<file path="src/rtl/pc_unit.sv">
// Program-counter unit: owns the PC, picks the next fetch address from PCSrc,
// raises wrong-path flushes, tracks HALT/FAULT and counts taken redirects.
module pc_unit #(
    parameter int unsigned                  ADDR_WIDTH = 64,
    parameter logic [ADDR_WIDTH-1:0]        RESET_PC   = '0,
    parameter int unsigned                  CNT_WIDTH  = 32
) (
    input  logic                  clk,
    input  logic                  rst,
    input  logic [1:0]            PCSrc,
    input  logic                  ex_valid,
    input  logic [ADDR_WIDTH-1:0] BrTarget,
    input  logic [ADDR_WIDTH-1:0] AluTarget,
    input  logic                  Stall,
    input  logic                  resume,
    output logic [ADDR_WIDTH-1:0] PC,
    output logic [ADDR_WIDTH-1:0] PCPlus4,
    output logic                  Flush_IFID,
    output logic                  Flush_IDEX,
    output logic                  fetch_en,
    output logic                  fault,
    output logic [CNT_WIDTH-1:0]  br_taken_cnt
);

    typedef enum logic [1:0] {
        RUN   = 2'b00,
        HALT  = 2'b01,
        FAULT = 2'b10
    } state_t;

    state_t                state, state_next;
    logic [ADDR_WIDTH-1:0] pc_next;
    logic [ADDR_WIDTH-1:0] target;
    logic                  take;
    logic                  misalign;
    logic                  halt_req;
    logic                  flush;
    logic                  cnt_inc;

    assign PCPlus4  = PC + ADDR_WIDTH'(4);
    assign target   = (PCSrc == 2'b01) ? BrTarget : AluTarget;
    assign take     = ex_valid && (state == RUN) && ((PCSrc == 2'b01) || (PCSrc == 2'b10));
    assign misalign = take && (target[1:0] != 2'b00);
    assign halt_req = ex_valid && (state == RUN) && (PCSrc == 2'b11);

    always_comb begin
        state_next = state;
        pc_next    = PC;
        flush      = 1'b0;
        cnt_inc    = 1'b0;
        case (state)
            RUN: begin
                // Redirects are checked before Stall: the stalled instruction is wrong-path.
                if (misalign) begin
                    state_next = FAULT;
                    flush      = 1'b1;
                end else if (take) begin
                    pc_next = target;
                    flush   = 1'b1;
                    cnt_inc = 1'b1;
                end else if (halt_req) begin
                    state_next = HALT;
                    flush      = 1'b1;
                end else if (!Stall) begin
                    pc_next = PCPlus4;
                end
            end
            HALT: begin
                if (resume) begin
                    state_next = RUN;
                end
            end
            default: begin
                state_next = FAULT;
            end
        endcase
    end

    assign Flush_IFID = flush && !rst;
    assign Flush_IDEX = flush && !rst;

    always_ff @(posedge clk) begin
        if (rst) begin
            PC           <= RESET_PC;
            state        <= RUN;
            fetch_en     <= 1'b1;
            fault        <= 1'b0;
            br_taken_cnt <= '0;
        end else begin
            PC       <= pc_next;
            state    <= state_next;
            fetch_en <= (state_next == RUN);
            if (state_next == FAULT) begin
                fault <= 1'b1;
            end
            if (cnt_inc && (br_taken_cnt != '1)) begin
                br_taken_cnt <= br_taken_cnt + {{(CNT_WIDTH-1){1'b0}}, 1'b1};
            end
        end
    end

endmodule

</file>
<file path="config.mk">
export PLATFORM = sky130hd
export DESIGN_NAME = pc_unit
export DESIGN_NICKNAME = d
export VERILOG_FILES = /design/src/rtl/pc_unit.sv
export SDC_FILE = /design/constraint.sdc
export NUM_CORES = 1
export LEC_CHECK = 0
export BUFFER_PORTS_ARGS = -buffer_cell sky130_fd_sc_hd__buf_2
export CELL_PAD_IN_SITES_DETAIL_PLACEMENT = 1
export CELL_PAD_IN_SITES_GLOBAL_PLACEMENT = 1
export CORE_AREA = 2 2 150 152
export DETAILED_ROUTE_END_ITERATION = 6
export DIE_AREA = 0 0 152 154
export PLACE_DENSITY = 0.93
export SYNTH_ARGS = -nofsm -noshare
export SYNTH_HDL_FRONTEND = slang
export SYNTH_SLANG_ARGS = --single-unit
export TNS_END_PERCENT = 5
</file>
<file path="constraint.sdc">
create_clock -name clk -period 2.8 [get_ports clk]
set_input_delay 0.14 -clock clk [delete_from_list [all_inputs] [get_ports clk]]
set_output_delay 0.14 -clock clk [all_outputs]
set_load 0.02 [all_outputs]
</file>
==> results of run 1 <==
-- report_power, final --
| group | switching, uW | total [uW] | internal (uW) |
|---|---|---|---|
| Clock | 605 | 1480 | 878 |
| Combinational | 665 | 1060 | 390 |
| Sequential | 100 | 1590 | 1490 |
| Total | 1370 | 4120 | 2750 |
-- routing by layer --
layer  part of all wire  GRT usage  vias to the layer above
met5                  0          0                        -
met1               0.39     0.3275                     4636
li1                   -          -                     4329
met4              0.041     0.1130                        0
met2               0.50     0.4841                      428
met3              0.063    0.04679                       89
-- worst max-delay path: cells and delay by family, from the launching register on --
family | cells | cell delay (ns)
simple gates | 4 | 1.66
xor+xnor | 1 | 0.16
flops | 1 | 0.34
buf+inv | 1 | 0.17
-- timing repair --
item | 4_1_cts | 5_1_grt
endpoints found under the setup margin | 9 | 19
setup buffers | 3 | 4
pin swaps | 7 | 5
resized for setup | 20 | 24
-- cell usage after synthesis (4+ instances only) --
cell type / instances
o211ai_1: 15
a211oi_1: 4
a31oi_1: 17
nor3_1: 28
mux2i_1: 56
nor3b_1: 4
o31ai_1: 22
o32ai_1: 10
o21ai_0: 40
or2_2: 6
a21oi_1: 77
or3_1: 14
o31a_1: 8
ha_1: 4
o311ai_0: 6
nor2b_1: 10
nand4_1: 43
xor2_1: 19
dfxtp_1: 100
nand2_1: 79
clkbuf_1: 74
nor4_1: 31
nand3_1: 53
o221ai_1: 8
and4_1: 15
nor2_1: 70
inv_1: 25
buf_1: 4
a41oi_1: 4
mux2_2: 16
xnor2_1: 36
and3_1: 16
buf_2: 6
or4_1: 31
-- registers in the layout, summed over array words and instances (netlist names) --
signal	flops
PC	64
br_taken_cnt	32
fault	1
fetch_en	1
state	2
-- path summary, 6_finish.rpt --
| path | to |
|---|---|
| hold / removal | state[0] |
| setup reg to reg | PC[51] |
| hold reg to reg | fault |
| setup / recovery | PCPlus4[51] |
-- metrics by stage --
step / instances / setup TNS (ns) / util
4_1_cts: 1562 / -0.06149 / 0.4582
2_1_floorplan: 995 / 0 / -
3_3_place_gp: 1544 / 0 / 0.4396
3_5_place_dp: 1544 / 0 / 0.4396
5_1_grt: 1567 / -0.4345 / 0.4649
6_report: 1567 / -0.02906 / 0.4649
-- layout make-up --
cell class | count | area (sq um)
Sequential cell | 100 | 2027
Timing Repair Buffer | 363 | 2037
Tap cell | 280 | 350.3
Fill cell | 2722 | 11610
Clock buffer | 10 | 229.0
Clock inverter | 5 | 107.6
Multi-Input combinational cell | 782 | 5231
Antenna cell | 1 | 2.502
Inverter | 26 | 97.59
-- kinds of logic (layout without fill, tap and decap cells) --
family                   count (synthesis)  after routing  synth area share
adder cells (fa/ha/maj)                  4              4          0.006686
flip-flops                             100            100            0.2674
multiplexers                            72             72           0.09895
XOR/XNOR                                55             55           0.06435
AO/OA/AOI/OAI                          234            234            0.2014
other                                    0              1                 0
AND/OR/NAND/NOR                        417            417            0.3020
buffers and inverters                  113            404           0.05917
==> results.py, run 1 <==
metrics = {
    "timing": {
        "min_period_over_period": 1.010,
        "drv_slew": 0,
        "rsz0062_at_grt": "true",
        "finalHoldWorstSlack_ns": 0.1037,
        "tightest_slew_ns": 1.003,
        "fin_ws_ns": -0.02906,
        "fin_worst_skew_ns": 0.01380,
        "period_needed_ns": 2.829,
        "setup_violations": 1,
        "finalHoldViolCount": 0,
        "fmax_mhz": 353.5,
        "slew_headroom": 0.3300,
    },
    "synthesis": {
        "synth.avg_cell_area_sq_um": 7.524,
        "synthesis.nets": 1134,
        "syn-cell-area_sq_um": 7486,
        "ys_seq_area_frac": 0.2674,
        "async_reset_ff_frac": 0,
        "ys_types": 60,
        "synth_cells": 995,
        "yosys_warnings": 0,
        "synth_flop_cell": "dfxtp_1",
        "netlist.area_leader.share": 0.2674,
        "synth-edff-count": 0,
        "yosysTopAreaCell": "dfxtp_1",
        "synth_area_leaders": "dfxtp_1 27%, mux2i_1 7.5%, a21oi_1 5.1%",
        "synth-seq-cells": 100,
    },
    "placement": {
        "hpwl_mm": 24.88,
        "dpl-instance-area_sq_um": 9534,
        "place_ws_ns": 0.1686,
        "place_congestion": 0.8888,
        "numPortBuffers": 298,
    },
    "cts": {
        "clkTransAtPathRegs_ns": 0.07,
        "cts-root-buf": "clkbuf_16",
        "clock_sinks": 100,
        "postCtsHoldBufs": 0,
        "worst_skew_pair.late_latency_ns": 0.36,
        "numCtsBuffers": 9,
        "cts_tree": "yes",
        "clockBufferDepth": 2,
        "cts_max_level": 3,
    },
    "layout": {
        "layout_common_cells": "295 x buf_2, 84 x dfxtp_1, 79 x nand2_1, 76 x a21oi_1, 69 x nor2_1",
        "drive_gt1_frac": 0.3499,
        "final_common_cell": "buf_2",
        "fin_area_sq_um": 10080,
        "area_growth_pct": 34.68,
        "nets": 1421,
    },
    "worst_setup_path": {
        "crit_chain": "nand4_2, or4_4, or4_4, or3_4, xnor2_4, buf_4",
        "max_stage_delay_ns": 0.58,
        "end_kind": "primary output",
        "crit_fanout": 2,
        "rr_startpoint": "state[1]",
        "start_kind": "register",
        "startpoint": "PC[13]",
        "r2r_cells": 7,
        "crit_type": "reg -> out",
        "slowest_stage": "or4_4",
        "cp.arrival_ns": 2.69,
        "critPathRequiredTime_ns": 2.66,
        "crit_top_cell": "or4_4",
        "r2r_slack_ns": 0.29,
    },
    "drt": {
        "first_pass_iters": 5,
        "num_vias": 9482,
        "avgRoutedWirePerCell_um": 21.76,
        "via_per_inst": 6.051,
        "drc_errors": 0,
        "detail-route-antenna-nets": 0,
        "drtIter0Drc": 631,
        "wirelength_mm": 34.09,
    },
    "floorplan": {
        "coreArea_sq_um": 21690,
        "chipHeight_um": 154,
        "io_pins": 299,
        "rows": 54,
        "dieWidth_um": 152,
        "dieArea_sq_um": 23410,
        "initial_core_util": 0.3452,
    },
    "worst_hold_path": {
        "min_from": "resume",
        "holdPathStages": 3,
        "hp-class": "in -> reg",
    },
    "status": {
        "outcome": "complete, but fails checks",
        "violations": "negative setup slack",
    },
    "global_route": {
        "grt_pass1_wl_mm": 52.35,
        "antenna_found_initial": 2,
        "track_usage": 0.2734,
        "grt_pass1_vias": 9498,
        "grt_max_degree": 86,
        "globalRouteOverflowTotal": 0,
    },
    "power_and_ir_drop": {
        "power_density_nw_per_um2": 409.1,
        "vdd_drop_max_mv": 0.2984,
        "p_total_uw": 4124,
        "leakagePower_uw": 0.004128,
    },
    "run": {
        "drv_cap": 0,
    },
}
Note: power is estimated with default switching activity, not from simulation.
==> run 2, diff against run 1 <==
==> constraint.sdc (replaced) <==
create_clock -name clk -period 3.15 [get_ports clk]
set_input_delay 0.1575 -clock clk [delete_from_list [all_inputs] [get_ports clk]]
set_output_delay 0.1575 -clock clk [all_outputs]
set_load 0.02 [all_outputs]
==> run 2 against run 1 <==
- the run now ends clean
- die area unchanged
- critical path depth unchanged
- clock skew decreased by 0.0037 ns
- clock power decreased by 22%
==> results.py, run 2 (same netlist as run 1, synthesis figures left out) <==
metrics = {
    "drt": {
        "first_pass_iters": 5,
        "detail-route-antenna-nets": 0,
        "drt-met1-wl_mm": 13.14,
        "top_layer": "met4",
        "via_per_inst": 6.025,
        "wirelength_mm": 32.19,
        "dr_wl_met2_mm": 15.46,
        "avgRoutedWirePerCell_um": 21.01,
        "drc_errors": 0,
        "met3_length_mm": 1.927,
        "num_vias": 9231,
        "drtIter0Drc": 605,
    },
    "timing": {
        "period_needed_ns": 3.055,
        "fmax_mhz": 327.3,
        "tightest_slew_ns": 1.051,
        "min_period_over_period": 0.9699,
        "finalHoldViolCount": 0,
        "slew_headroom": 0.2992,
        "rsz0062_at_grt": "false",
        "fin_worst_skew_ns": 0.01014,
        "finalSetupTns_ns": 0,
        "setup_violations": 0,
        "fin_ws_ns": 0.09473,
        "drv_slew": 0,
    },
    "worst_setup_path": {
        "cp.arrival_ns": 2.90,
        "max_stage_delay_ns": 0.61,
        "cp_num_buf_inv": 1,
        "cp_top_family": "simple AND/OR/NAND/NOR gates",
        "path_depth": 6,
        "crit_fanout": 5,
        "critPathRequiredTime_ns": 2.99,
        "slowest_stage": "or4_1",
        "end_kind": "primary output",
        "crit_chain": "nand4_4, or4_1, or4_4, or3_1, xnor2_1, buf_2",
        "r2r_cells": 6,
        "start_kind": "register",
        "crit_type": "reg -> out",
    },
    "cts": {
        "clkTransAtPathRegs_ns": 0.08,
        "clockBufferDepth": 2,
        "worst_skew_pair.late_latency_ns": 0.36,
        "numCtsBuffers": 9,
        "cts_tree": "yes",
        "cts_max_level": 3,
        "clock_sinks": 100,
        "postCtsHoldBufs": 0,
        "cts-root-buf": "clkbuf_16",
    },
    "layout": {
        "final_common_cell": "buf_2",
        "regArea_sq_um": 2008,
        "largest_register_ff_count": 64,
        "antenna_cells": 0,
        "drive_gt1_frac": 0.3099,
        "multi_input_area_sq_um": 5109,
        "nets": 1386,
        "area_growth_pct": 28.11,
        "largestRegisters": "PC: 64 flops, br_taken_cnt: 32 flops, state: 2 flops",
        "nFillCells": 2788,
        "layout_common_cells": "297 x buf_2, 95 x dfxtp_1, 79 x nand2_1, 76 x a21oi_1, 70 x nor2_1",
        "top_register": "PC",
    },
    "placement": {
        "numPortBuffers": 298,
        "place_congestion": 0.8544,
        "place_ws_ns": 0.3383,
        "hpwl_mm": 23.66,
    },
    "power_and_ir_drop": {
        "power_density_nw_per_um2": 359.2,
        "vdd_drop_max_mv": 0.2810,
        "p_total_uw": 3445,
        "leakagePower_uw": 0.003872,
    },
    "floorplan": {
        "io_pins": 299,
        "rows": 54,
        "dieWidth_um": 152,
        "chipHeight_um": 154,
        "coreArea_sq_um": 21690,
        "initial_core_util": 0.3452,
        "dieArea_sq_um": 23410,
    },
    "global_route": {
        "grt_max_degree": 86,
        "globalRouteOverflowTotal": 0,
        "track_usage": 0.2640,
        "grt_pass1_vias": 9287,
        "antenna_found_initial": 0,
        "grt_pass1_wl_mm": 50.38,
    },
    "run": {
        "drv_cap": 0,
    },
    "worst_hold_path": {
        "holdPathStages": 3,
        "hp-class": "in -> reg",
    },
    "status": {
        "outcome": "finished, final reports clean",
    },
}
==> run 2: cell count changes in the layout (fill, tap and decap cells not counted), sizes merged <==
cell,delta
buf,-35
bufinv,-3
clkbuf,-1
clkinv,+1
clkinvlp,+2
diode,-1
inv,+2
==> run 2: path summary, 6_finish.rpt <==
check	start	end	slack, ns
setup / recovery	PC[8]	PCPlus4[51]	0.09
hold / removal	resume	state[0]	0.11
setup reg to reg	state[1]	br_taken_cnt[23]	0.42
hold reg to reg	fault	fault	0.46
==> run 2: metrics by stage <==
step,hold slack (ns),utilization,cells,area [sq um]
2_1_floorplan,0.3699,-,995,7486
3_3_place_gp,0.4459,0.4271,1514,9264
3_5_place_dp,0.4524,0.4271,1514,9264
4_1_cts,0.09606,0.4410,1530,9564
5_1_grt,0.1077,0.4422,1532,9590
6_report,0.1096,0.4422,1532,9590
==> run 2: final cells by class <==
cell class	instances	area share
timing repair buffer	328	0.1806
inverter	26	0.01018
clock buffer	9	0.02348
multi-input combinational	782	0.5327
clock inverter	7	0.007175
tap	280	0.03653
sequential	100	0.2094
==> run 2: timing repair <==
item,4_1_cts,5_1_grt
endpoints found under the setup margin,2,6
pin swaps,0,1
gates resized for setup,2,7
setup buffers,0,2
cloned,0,0
hold endpoints to repair,0,0
==> run 2: power breakdown <==
part	total, uW	switching (uW)	leakage (uW)	internal [uW]
Clock	1160	599	0.000138	560
Sequential	1430	107	0.000813	1320
Combinational	859	547	0.00292	313
==> run 2: worst register-to-register path, stage by stage, from the launching register on <==
cell and delay (ns):
dfxtp_1 0.38, or4b_4 0.58, a21oi_2 0.12, buf_4 0.20, nand4_1 0.52, or4_1 0.68
a21oi_1 0.18
==> run 2: per-layer routing <==
layer  track usage  vias to the layer above
met4        0.1353                        0
met2        0.4485                      433
met1        0.3267                     4447
met3       0.03636                       94
met5             0                        -
li1              -                     4257
